$ cat config.mk
export PLATFORM = sky130hd
export DESIGN_NAME = fifo_param
export DESIGN_NICKNAME = d
export VERILOG_FILES = /design/src/rtl/fifo_param.sv
export SDC_FILE = /design/constraint.sdc
export NUM_CORES = 1
export LEC_CHECK = 0
export CORE_MARGIN = 2
export CORE_UTILIZATION = 58
export DETAILED_ROUTE_END_ITERATION = 10
export GPL_TIMING_DRIVEN = 0
export PLACE_DENSITY = 0.88
export SYNTH_ARGS = -nofsm -noshare
export SYNTH_HDL_FRONTEND = slang
export SYNTH_SLANG_ARGS = --single-unit
$ cat constraint.sdc
create_clock -name clk -period 6.15 [get_ports clk]
set_input_delay 1.5375 -clock clk [delete_from_list [all_inputs] [get_ports clk]]
set_output_delay 1.5375 -clock clk [all_outputs]
set_load 0.01 [all_outputs]
$ cat src/rtl/fifo_param.sv
// Parametrised single-clock FIFO with registered read data, threshold flags and
// per-request ack/err status. Optional high-water mark: define FIFO_HWM_EN.
module fifo_param #(
    parameter int DATA_WIDTH = 32,
    parameter int ADDR_WIDTH = 3,
    parameter int AF_LEVEL   = 6,
    parameter int AE_LEVEL   = 1
) (
    input  logic                  clk,
    input  logic                  reset_n,
    input  logic                  wr_en,
    input  logic                  rd_en,
    input  logic [DATA_WIDTH-1:0] din,
`ifdef FIFO_HWM_EN
    input  logic                  hwm_clr,
    output logic [ADDR_WIDTH:0]   hwm,
`endif
    output logic [DATA_WIDTH-1:0] dout,
    output logic [ADDR_WIDTH:0]   data_count,
    output logic                  full,
    output logic                  empty,
    output logic                  almost_full,
    output logic                  almost_empty,
    output logic                  wr_ack,
    output logic                  wr_err,
    output logic                  rd_ack,
    output logic                  rd_err
);

    localparam int CW = ADDR_WIDTH + 1;
    localparam logic [CW-1:0] DEPTH = CW'(2 ** ADDR_WIDTH);
    localparam logic [CW-1:0] AF_LV = CW'(AF_LEVEL);
    localparam logic [CW-1:0] AE_LV = CW'(AE_LEVEL);
    localparam logic [CW-1:0] CNT_ONE = CW'(1);
    localparam logic [ADDR_WIDTH-1:0] PTR_ONE = ADDR_WIDTH'(1);

    typedef enum logic [2:0] {
        INIT     = 3'b000,
        WRITE    = 3'b001,
        READ     = 3'b010,
        WR_ERROR = 3'b011,
        RD_ERROR = 3'b100,
        WR_RD    = 3'b101,
        WR_RDERR = 3'b110,
        NO_OP    = 3'b111
    } state_t;

    state_t state, next_state;

    logic [DATA_WIDTH-1:0] mem [2**ADDR_WIDTH];
    logic [ADDR_WIDTH-1:0] wr_ptr, rd_ptr;
    logic [CW-1:0]         count_nxt;
    logic                  do_wr, do_rd;

    assign full         = (data_count == DEPTH);
    assign empty        = (data_count == '0);
    assign almost_full  = (data_count >= AF_LV);
    assign almost_empty = (data_count <= AE_LV);

    always_comb begin
        next_state = NO_OP;
        unique case (1'b1)
            (wr_en && rd_en):  next_state = empty ? WR_RDERR : WR_RD;
            (wr_en && !rd_en): next_state = full ? WR_ERROR : WRITE;
            (!wr_en && rd_en): next_state = empty ? RD_ERROR : READ;
            default:           next_state = NO_OP;
        endcase
    end

    // Actions follow the state being entered, so the edge that decides also acts
    assign do_wr = (next_state == WRITE) || (next_state == WR_RD) ||
                   (next_state == WR_RDERR);
    assign do_rd = (next_state == READ) || (next_state == WR_RD);

    always_comb begin
        count_nxt = data_count;
        if (do_wr && !do_rd)
            count_nxt = data_count + CNT_ONE;
        else if (do_rd && !do_wr)
            count_nxt = data_count - CNT_ONE;
    end

    always_ff @(posedge clk or negedge reset_n) begin
        if (!reset_n) begin
            state      <= INIT;
            wr_ptr     <= '0;
            rd_ptr     <= '0;
            data_count <= '0;
            dout       <= '0;
        end else begin
            state      <= next_state;
            data_count <= count_nxt;
            if (do_wr)
                wr_ptr <= wr_ptr + PTR_ONE;
            if (do_rd) begin
                rd_ptr <= rd_ptr + PTR_ONE;
                dout   <= mem[rd_ptr];
            end
        end
    end

    // Storage is not reset; when full, WR_RD reads the old word before overwrite
    always_ff @(posedge clk) begin
        if (do_wr && reset_n)
            mem[wr_ptr] <= din;
    end

    always_comb begin
        wr_ack = 1'b0;
        wr_err = 1'b0;
        rd_ack = 1'b0;
        rd_err = 1'b0;
        unique case (state)
            WRITE:    wr_ack = 1'b1;
            READ:     rd_ack = 1'b1;
            WR_RD: begin
                wr_ack = 1'b1;
                rd_ack = 1'b1;
            end
            WR_RDERR: begin
                wr_ack = 1'b1;
                rd_err = 1'b1;
            end
            WR_ERROR: wr_err = 1'b1;
            RD_ERROR: rd_err = 1'b1;
            default: ;
        endcase
    end

`ifdef FIFO_HWM_EN
    always_ff @(posedge clk or negedge reset_n) begin
        if (!reset_n)
            hwm <= '0;
        else if (hwm_clr)
            hwm <= count_nxt;
        else if (count_nxt > hwm)
            hwm <= count_nxt;
    end
`endif

endmodule

==> results of run 1 <==
==> kinds of logic after synthesis <==
logic type | Yosys count | synth area share (%)
xor+xnor | 7 | 0.519
compound gates | 113 | 6.94
fa+ha+maj | 8 | 0.847
flops | 301 | 74.6
mux | 132 | 11.9
simple gates | 72 | 2.96
buf+inv | 44 | 2.25
==> per-stage QoR <==
stage | cell area, um2 | std cells
2_1_floorplan | 11800 | 677
3_3_place_gp | 12900 | 1024
3_5_place_dp | 13100 | 1039
4_1_cts | 14100 | 1093
5_1_grt | 14100 | 1093
6_report | 14100 | 1093
==> how the worst max path moves through the flow <==
stage                                    from                    to
floorplan                               rd_en   mem[5][0]$_DFFE_PP_
global placement                      reset_n  mem[5][13]$_DFFE_PP_
detailed placement                    reset_n  mem[5][13]$_DFFE_PP_
CTS                 data_count[1]$_DFFE_PN0P_                  full
global route        data_count[1]$_DFFE_PN0P_                  full
finish              data_count[1]$_DFFE_PN0P_                  full
==> layout by cell type (no fill, tap or decap), types with 19 or more instances in the layout <==
master           count
dfrtp_1             45
edfxtp_1           256
clkdlybuf4s50_1     76
o21ai_1             32
mux2_2              65
buf_6               19
o22ai_1             27
a221o_1             27
nand2_1             39
clkbuf_16           29
mux2i_1             66
clkbuf_1            20
==> flip-flops by register name, summed over array words and instances (netlist names) <==
name	count
mem	256
rd_ptr	3
dout	32
wr_ptr	3
state	3
data_count	4
==> report_power, final <==
| part | internal, uW | leakage, uW | switching (uW) | total (uW) |
|---|---|---|---|---|
| registers | 2510 | 0.00285 | 161 | 2670 |
| clock network | 1050 | 0.000481 | 741 | 1790 |
| logic | 1000 | 0.00169 | 1180 | 2180 |
==> worst max-delay path, cell delays in order, from the launching register on <==
cell and delay (ns):
dfrtp_1 0.46, inv_1 0.14, ha_1 0.25, nor2b_1 0.22, and2_1 0.15, clkdlybuf4s50_1 0.52
==> layer usage <==
layer | vias up | global-route usage (%)
li1 | 2908 | -
met1 | 3418 | 33.2
met2 | 346 | 41.0
met3 | 73 | 3.82
met4 | 0 | 8.69
met5 | - | 0
==> cell type report <==
cell class / instances / area (um2)
Fill cell: 1197 / 6010
Tap cell: 270 / 338
Clock buffer: 39 / 813
Clock inverter: 15 / 158
Sequential cell: 301 / 8810
Multi-Input combinational cell: 332 / 2770
Timing Repair Buffer: 92 / 940
Inverter: 5 / 18.8
Buffer: 39 / 246
==> metrics.yaml, run 1 <==
status: "complete, no violations"
grt_setup_unrepaired: "no"
portBuffers: 77
wl_met1_um: 10400
cts_root_buffer: "clkbuf_16"
viasPerCell: 6.17
wl_per_cell_um: 24.0
grt_overflow: 0
io-pin-count: 80
layout_setup_ws_ns: 2.33
drv_slew: 0
mappedNetlistNets: 721
holdPathEnd: "dout[8]$_DFFE_PN0P_"
reg2reg_depth: 10
syn_inst: 677
clkTransAtPathRegs_ns: 0.07
drive_above_1_share_pct: 19.6
timing.hold.ws_ns: 0.483
final_util_pct: 70.1
cts_setup_buffers: 0
drv_cap: 0
route.vias.total: 6745
synth-edff-count: 256
max_slew.worst_pin.slew_ns: 1.04
critPathLaunchType: "flip-flop"
power.density_mw_per_mm2: 471
place_congestion: 0.791
hp-start: "dout[8]$_DFFE_PN0P_"
synth_area_per_cell_um2: 17.4
arrival_ns: 2.28
route.met3.wl_um: 2030
period_minus_slack_ns: 3.82
dr.max_layer_used: "met4"
r2r-start: "data_count[0]$_DFFE_PN0P_"
yosysTopAreaCell: "edfxtp_1"
antenna_found_initial: 0
grt_pass1_vias: 6973
core_mm2: 0.0201
min_path_type: "flip-flop to flip-flop"
synth_warnings: 0
p_leak_uw: 0.00502
netlist_top_cells_count: "edfxtp_1, mux2i_1, mux2_2"
grt_max_degree: 33
synthFlopType: "edfxtp_1"
finalCritPeriodShare_pct: 62.1
relSlewSlack_pct: 31.0
ant_nets: 0
finalPower_uw: 6640
yosys-top-cells-area: "edfxtp_1, dfrtp_1, mux2_2"
r2r-end: "mem[5][11]$_DFFE_PP_"
clockBufferDepth: 3
synth.distinct_cells: 40
cts_tree: "built"
track_usage_pct: 24.5
crit_type: "flip-flop to output port"
drtPass1Iterations: 5
fin_nets: 844
netlist_area_mm2: 0.0118
setup.worst_path.end_class: "output port"
syn2layout_area_growth_pct: 19.3
max_freq_mhz: 262
die_h_um: 147
drt_iter0_markers: 624
cts_resized: 0
reg2reg_slack_ns: 2.98
grt_pass1_wl_um: 39900
hold_buffers: 0
synth-seq-cells: 301
setup_violations: 0
clkSinkCount: 301
hold_depth: 2
antenna_cells: 0
finalClockSkew_ns: 0.0106
die_area_mm2: 0.0215
irDropWorstVdd_mv: 0.354
drc: 0
wl_um: 26200
clock_latency_ns: 0.55
numCtsBuffers: 29
synth_seq_area_share_pct: 74.6
hold_viol: 0
h-tree-depth: 1
crit_fanout: 8
pre_cts_ws_ns: 1.98
yosysMostFrequentCell: "edfxtp_1"
place_hpwl_um: 15600
required_ns: 4.61
async_flop_share_pct: 15.0
tns_ns: 0
die_width_um: 147
routed-wl-met2_um: 12900
synth_top_area_share_pct: 65.1
initial_core_util_pct: 58.8
rows: 52
No activity file was read; power rests on OpenSTA's default activity.
==> run 2: changes to the inputs <==
--- a/config.mk
+++ b/config.mk
@@ -6,10 +6,10 @@
 export NUM_CORES = 1
 export LEC_CHECK = 0
 export CORE_MARGIN = 2
-export CORE_UTILIZATION = 58
+export CORE_UTILIZATION = 53
 export DETAILED_ROUTE_END_ITERATION = 10
 export GPL_TIMING_DRIVEN = 0
-export PLACE_DENSITY = 0.88
+export PLACE_DENSITY = 0.85
 export SYNTH_ARGS = -nofsm -noshare
 export SYNTH_HDL_FRONTEND = slang
 export SYNTH_SLANG_ARGS = --single-unit
==> constraint.sdc (replaced) <==
create_clock -name clk -period 3.2 [get_ports clk]
set_input_delay 0.8 -clock clk [delete_from_list [all_inputs] [get_ports clk]]
set_output_delay 0.8 -clock clk [all_outputs]
set_load 0.01 [all_outputs]
==> run 2 against run 1 <==
  * Core utilization fell by 5.2 points
  * Sequential power is 92% higher
  * Register-to-register slack worse by 2.8 ns
  * Die area up 9.2%
  * Global-route usage fell by 3.1 points
  * First-iteration DRC count up 14%
  * Critical path depth stayed put
  * Worst hold slack got worse by 0.19 ns
  * Clock-buffer cell count increased by 3
  * Worst setup slack worse by 2.2 ns
  * Via count decreased by 2.5%
  * Critical path type unchanged
  * Largest cell class unchanged
==> metrics.yaml, run 2 (synthesis results as in run 1) <==
status: "complete, no violations"
reg2reg_slack_ns: 0.22  # -2.76 ns
grt_setup_unrepaired: "no"
setup.worst_path.end_class: "output port"
die_area_mm2: 0.0235  # +9.2%
reg2reg_depth: 10  # unchanged
route.vias.total: 6576  # -2.5%
wl_um: 25300  # -3.3%
min_path_type: "input port to async pin"
power_switching_uw: 3890  # +87%
critPathLaunchType: "flip-flop"
p_clk_share_pct: 26.5  # -0.5 points
final_cell_mix: "edfxtp_1, clkdlybuf4s50_1, mux2i_1"
irDropWorstVdd_mv: 0.474  # +34%
placedCellCount: 1047  # +0.77%
switching_share_pct: 30.8  # -0.58 points
max_freq_mhz: 324
place_congestion: 0.753  # -4.8%
rows: 54  # +3.8%
finalCritPeriodShare_pct: 96.5
tns_ns: 0  # unchanged
die_width_um: 153  # +4.5%
crit_fanout: 7  # -1
power.density_mw_per_mm2: 892  # +89%
cts_root_buffer: "clkbuf_16"
required_ns: 2.40  # -2.21 ns
setup_violations: 0  # unchanged
clkTransAtPathRegs_ns: 0.06  # about the same
power_frac_comb_pct: 33.0  # +0.2 points
place_hpwl_um: 15800  # +1.3%
r2r-start: "data_count[0]$_DFFE_PN0P_"
drv_cap: 0  # unchanged
pwr-share-seq_pct: 40.5  # +0.3 points
grt_max_degree: 29  # -12%
grt_pass1_wl_um: 38200  # -4.4%
largest_register: "mem"
ant_nets: 0  # unchanged
p_int_uw: 8750  # +92%
p_leak_uw: 0.00502  # +0.14%
die_h_um: 153  # +4.5%
numCtsBuffers: 28  # -3.4%
h-tree-depth: 1  # unchanged
clkSinkCount: 301  # unchanged
cts_setup_buffers: 0  # unchanged
portBuffers: 77  # unchanged
reg.largest.list: "mem x256, dout x32, data_count x4"
drive_above_1_share_pct: 18.8  # -0.76 points
syn2layout_area_growth_pct: 20.0
grt_overflow: 0  # unchanged
largest_reg_flops: 256  # unchanged
drtPass1Iterations: 5  # unchanged
wl_per_cell_um: 23.0  # -4.0%
arrival_ns: 2.29  # about the same
finalClockSkew_ns: 0.00757  # -0.00302 ns
drc: 0  # unchanged
cts_tree: "built"
clockBufferDepth: 3  # unchanged
hold_viol: 0  # unchanged
max_slew.worst_pin.slew_ns: 0.793  # -0.242 ns
fin_nets: 841  # -0.36%
final_util_pct: 64.9  # -5.2 points
core_mm2: 0.0218  # +8.6%
fin_cells: 1101  # +0.73%
drv_slew: 0  # unchanged
grt_pass1_vias: 6686  # -4.1%
crit_type: "flip-flop to output port"
fillerInstances: 1428  # +19%
drt_iter0_markers: 714  # +14%
track_usage_pct: 21.4  # -3.1 points
initial_core_util_pct: 54.1  # -4.6 points
io-pin-count: 80  # unchanged
finalPower_uw: 12600  # +90%
clock_latency_ns: 0.54  # about the same
r2r-end: "data_count[3]$_DFFE_PN0P_"
final_common_cell: "edfxtp_1"
viasPerCell: 5.97  # -3.2%
relSlewSlack_pct: 46.9  # +16 points
antenna_found_initial: 2  # +2
period_minus_slack_ns: 3.09
==> run 2: worst max-delay path by stage <==
stage / from / endpoint / slack (ns) / cells past startpoint
finish: data_count[0]$_DFFE_PN0P_ / full / 0.11 / 5
global route: data_count[0]$_DFFE_PN0P_ / full / 0.007 / 5
CTS: data_count[0]$_DFFE_PN0P_ / full / 0.1 / 5
detailed placement: reset_n / mem[4][3]$_DFFE_PP_ / 0.07 / 5
global placement: reset_n / mem[6][6]$_DFFE_PP_ / -2.98 / 3
floorplan: rd_en / mem[7][0]$_DFFE_PP_ / -0.09 / 6
==> run 2: per-stage QoR <==
stage	instance area, um2	setup slack [ns]	hold slack (ns)
5_1_grt	14200	0.00693	0.323
2_1_floorplan	11900	-0.0890	0.503
4_1_cts	14200	0.0954	0.287
3_5_place_dp	13200	0.0676	0.475
6_report	14200	0.112	0.288
3_3_place_gp	13000	-2.98	0.472
==> run 2: metal layers <==
metal / GRT usage (%) / wire (um) / share of wire (%)
met3: 3.26 / 1630 / 6.4
met5: 0 / 0 / 0
met1: 27.9 / 10100 / 40
met2: 36.1 / 12700 / 50
met4: 8.95 / 849 / 3.4
==> run 2: final cells by class <==
cell class	instances	area (um2)	share of cell area, %
Sequential cell	301	8810	62.2
Tap cell	280	350	2.47
Timing Repair Buffer	90	996	7.03
Clock inverter	10	95.1	0.671
Antenna cell	2	5.00	0.0353
Clock buffer	42	855	6.03
Multi-Input combinational cell	332	2790	19.7
Inverter	5	18.8	0.132
Buffer	39	246	1.74
==> run 2: power groups by stage <==
stage | sequential, uW | combinational, uW | clock (uW)
after CTS | 5120 | 4160 | 3370
after global placement | 5180 | 3940 | 0
after global routing | 5170 | 4460 | 3500
after floorplan | 5230 | 2500 | 0
final | 5120 | 4170 | 3350
after detailed placement | 5180 | 4120 | 0
==> run 2: what timing repair did <==
action                                  4_1_cts  5_1_grt
endpoints found under the setup margin        0        1
gates resized for setup                       0        1
hold buffers                                  0        0
==> run 2: critical path, stage by stage, from the launching register on <==
cell and delay (ns):
dfrtp_1 0.46, inv_1 0.15, ha_1 0.26, nor2b_2 0.22, and2_1 0.14, clkdlybuf4s50_1 0.52
==> run 3: changes to the inputs <==
--- a/config.mk
+++ b/config.mk
@@ -7,6 +7,7 @@
 export LEC_CHECK = 0
 export CORE_MARGIN = 2
 export CORE_UTILIZATION = 53
+export CTS_CLUSTER_DIAMETER = 50
 export DETAILED_ROUTE_END_ITERATION = 10
 export GPL_TIMING_DRIVEN = 0
 export PLACE_DENSITY = 0.85
==> run 3 against run 2 <==
  * Worst hold slack improved by 0.0062 ns
  * Largest power group unchanged
  * Critical path type unchanged
  * Final cell count barely moved
  * First-iteration DRC count down 21%
==> metrics.yaml, run 3 (synthesis results as in run 1) <==
fillerInstances: 1402  # -1.8%
finalClockSkew_ns: 0.00914  # +0.00157 ns
p_int_uw: 8940  # +2.1%
numCtsBuffers: 29  # +3.6%
required_ns: 2.40  # about the same
grt_setup_unrepaired: "no"
hold_viol: 0  # unchanged
drv_cap: 0  # unchanged
clockBufferDepth: 3  # unchanged
finalCritPeriodShare_pct: 95.3  # -1.2 points
setup_violations: 0  # unchanged
hold_buffers: 0  # unchanged
die_width_um: 153  # unchanged
cpPeakStageDelay_ns: 0.52  # about the same
wl_per_cell_um: 22.5  # -2.1%
crit_type: "flip-flop to output port"
grt_pass1_vias: 6622  # -0.96%
cts_tree: "built"
cp_top_family: "buffers and inverters"
track_usage_pct: 20.9  # -0.50 points
clkSinkCount: 301  # unchanged
irDropWorstVdd_mv: 0.480  # +1.4%
max_freq_mhz: 328  # +1.3%
grt_overflow: 0  # unchanged
place_congestion: 0.753  # unchanged
finalPower_uw: 12800  # +1.4%
drv_slew: 0  # unchanged
die_area_mm2: 0.0235  # unchanged
io-pin-count: 80  # unchanged
relSlewSlack_pct: 46.0  # -0.90 points
route.vias.total: 6492  # -1.3%
crit_fanout: 7  # unchanged
reg.largest.list: "mem x256, dout x32, data_count x4"
fin_cells: 1100  # -0.091%
p_clk_share_pct: 27.8  # +1.3 points
r2r-start: "data_count[0]$_DFFE_PN0P_"
ant_nets: 0  # unchanged
arrival_ns: 2.25  # -0.04 ns
critPathLaunchType: "flip-flop"
min_path_type: "input port to async pin"
place_hpwl_um: 15800  # unchanged
die_h_um: 153  # unchanged
max_slew.worst_pin.slew_ns: 0.807  # +0.0134 ns
drive_above_1_share_pct: 19.3  # +0.46 points
critPathBufInv: 2  # unchanged
period_minus_slack_ns: 3.05  # -0.0387 ns
initial_core_util_pct: 54.1  # unchanged
crit_chain: "inv_1, ha_1, nor2b_2, and2_1, clkdlybuf4s50_1"
drtPass1Iterations: 5  # unchanged
multi_input_area_mm2: 0.00279  # unchanged
power_switching_uw: 3880  # -0.29%
antenna_cells: 0  # -2
fin_nets: 842  # +0.12%
placedCellCount: 1047  # unchanged
final_common_cell: "edfxtp_1"
core_mm2: 0.0218  # unchanged
grt_pass1_wl_um: 37500  # -1.8%
largest_register: "mem"
power.density_mw_per_mm2: 900  # +0.93%
clock_latency_ns: 0.54  # about the same
drc: 0  # unchanged
drt_iter0_markers: 567  # -21%
critPathSlowestCell: "clkdlybuf4s50_1"
grt_max_degree: 29  # unchanged
clkTransAtPathRegs_ns: 0.06  # about the same
rows: 54  # unchanged
cts_root_buffer: "clkbuf_16"
portBuffers: 77  # unchanged
wl_um: 24800  # -2.2%
syn2layout_area_growth_pct: 20.5
status: "complete, no violations"
cts_resized: 0  # unchanged
critPathLaunch: "data_count[0]$_DFFE_PN0P_"
p_leak_uw: 0.00505  # +0.63%
setup.worst_path.end_class: "output port"
pwr-share-seq_pct: 39.9  # -0.6 points
h-tree-depth: 1  # unchanged
largest_reg_flops: 256  # unchanged
viasPerCell: 5.90  # -1.2%
switching_share_pct: 30.3  # -0.50 points
power_frac_comb_pct: 32.3  # -0.7 points
antenna_found_initial: 0  # -2
final_cell_mix: "edfxtp_1, clkdlybuf4s50_1, mux2i_1"
regArea_mm2: 0.00881  # unchanged
cts_setup_buffers: 0  # unchanged
run 3: cell count changes in the layout (fill, tap and decap cells not counted), sizes merged:
cell	before	now
diode	2	0
inv	5	7
clkbuf	57	59
bufinv	2	4
clkinv	7	2
run 3: routing by layer:
layer | vias to the layer above | wire (um) | track usage [%] | part of all wire (%)
li1 | 2906 | - | - | -
met1 | 3175 | 9750 | 27.7 | 39
met2 | 336 | 12100 | 34.8 | 49
met3 | 75 | 2020 | 3.60 | 8.2
met4 | 0 | 871 | 8.20 | 3.5
met5 | - | 0 | 0 | 0
run 3: worst reg2reg max path, stage by stage (launching register included):
cell	delay, ns
dfrtp_1	0.47
inv_1	0.13
ha_1	0.30
a21o_1	0.23
a2111oi_4	0.37
o21bai_2	0.13
buf_6	0.16
ha_1	0.23
or4_1	0.52
a21oi_1	0.20
xor2_1	0.15
run 3: power by group through the flow:
stage	sequential, uW	clock [uW]	combinational, uW
after CTS	5120	3590	4150
final	5120	3560	4140
after global routing	5160	3710	4440
after floorplan	5230	0	2500
after detailed placement	5180	0	4120
after global placement	5180	0	3940
run 3: worst paths after layout:
| path | cells past startpoint | to | slack [ns] |
|---|---|---|---|
| setup reg to reg | 10 | data_count[3]$_DFFE_PN0P_ | 0.24 |
| max in group asynchronous | 2 | dout[9]$_DFFE_PN0P_ | 2.32 |
| hold / removal | 1 | dout[7]$_DFFE_PN0P_ | 0.29 |
| setup / recovery | 5 | full | 0.15 |
| hold reg to reg | 2 | dout[22]$_DFFE_PN0P_ | 0.48 |
| min in group clk | 2 | dout[22]$_DFFE_PN0P_ | 0.48 |
run 3: layout make-up:
class,instances,area share [%]
Buffer,39,1.73
Clock buffer,44,6.06
Clock inverter,9,1.08
Inverter,5,0.132
Multi-Input combinational cell,332,19.6
Sequential cell,301,61.9
Tap cell,280,2.46
Timing Repair Buffer,90,7.00
run 3: metrics by stage:
step	instance area (um2)	hold slack, ns	utilization, %	worst slack (ns)	TNS [ns]
after floorplan	11900	0.503	-	-0.0890	-5.70
after global placement	13000	0.472	59.4	-2.98	-628.26
after detailed placement	13200	0.475	60.6	0.0676	0
after CTS	14200	0.284	65.2	0.100	0
after global routing	14200	0.320	65.2	0.0288	0
final	14200	0.294	65.2	0.151	0
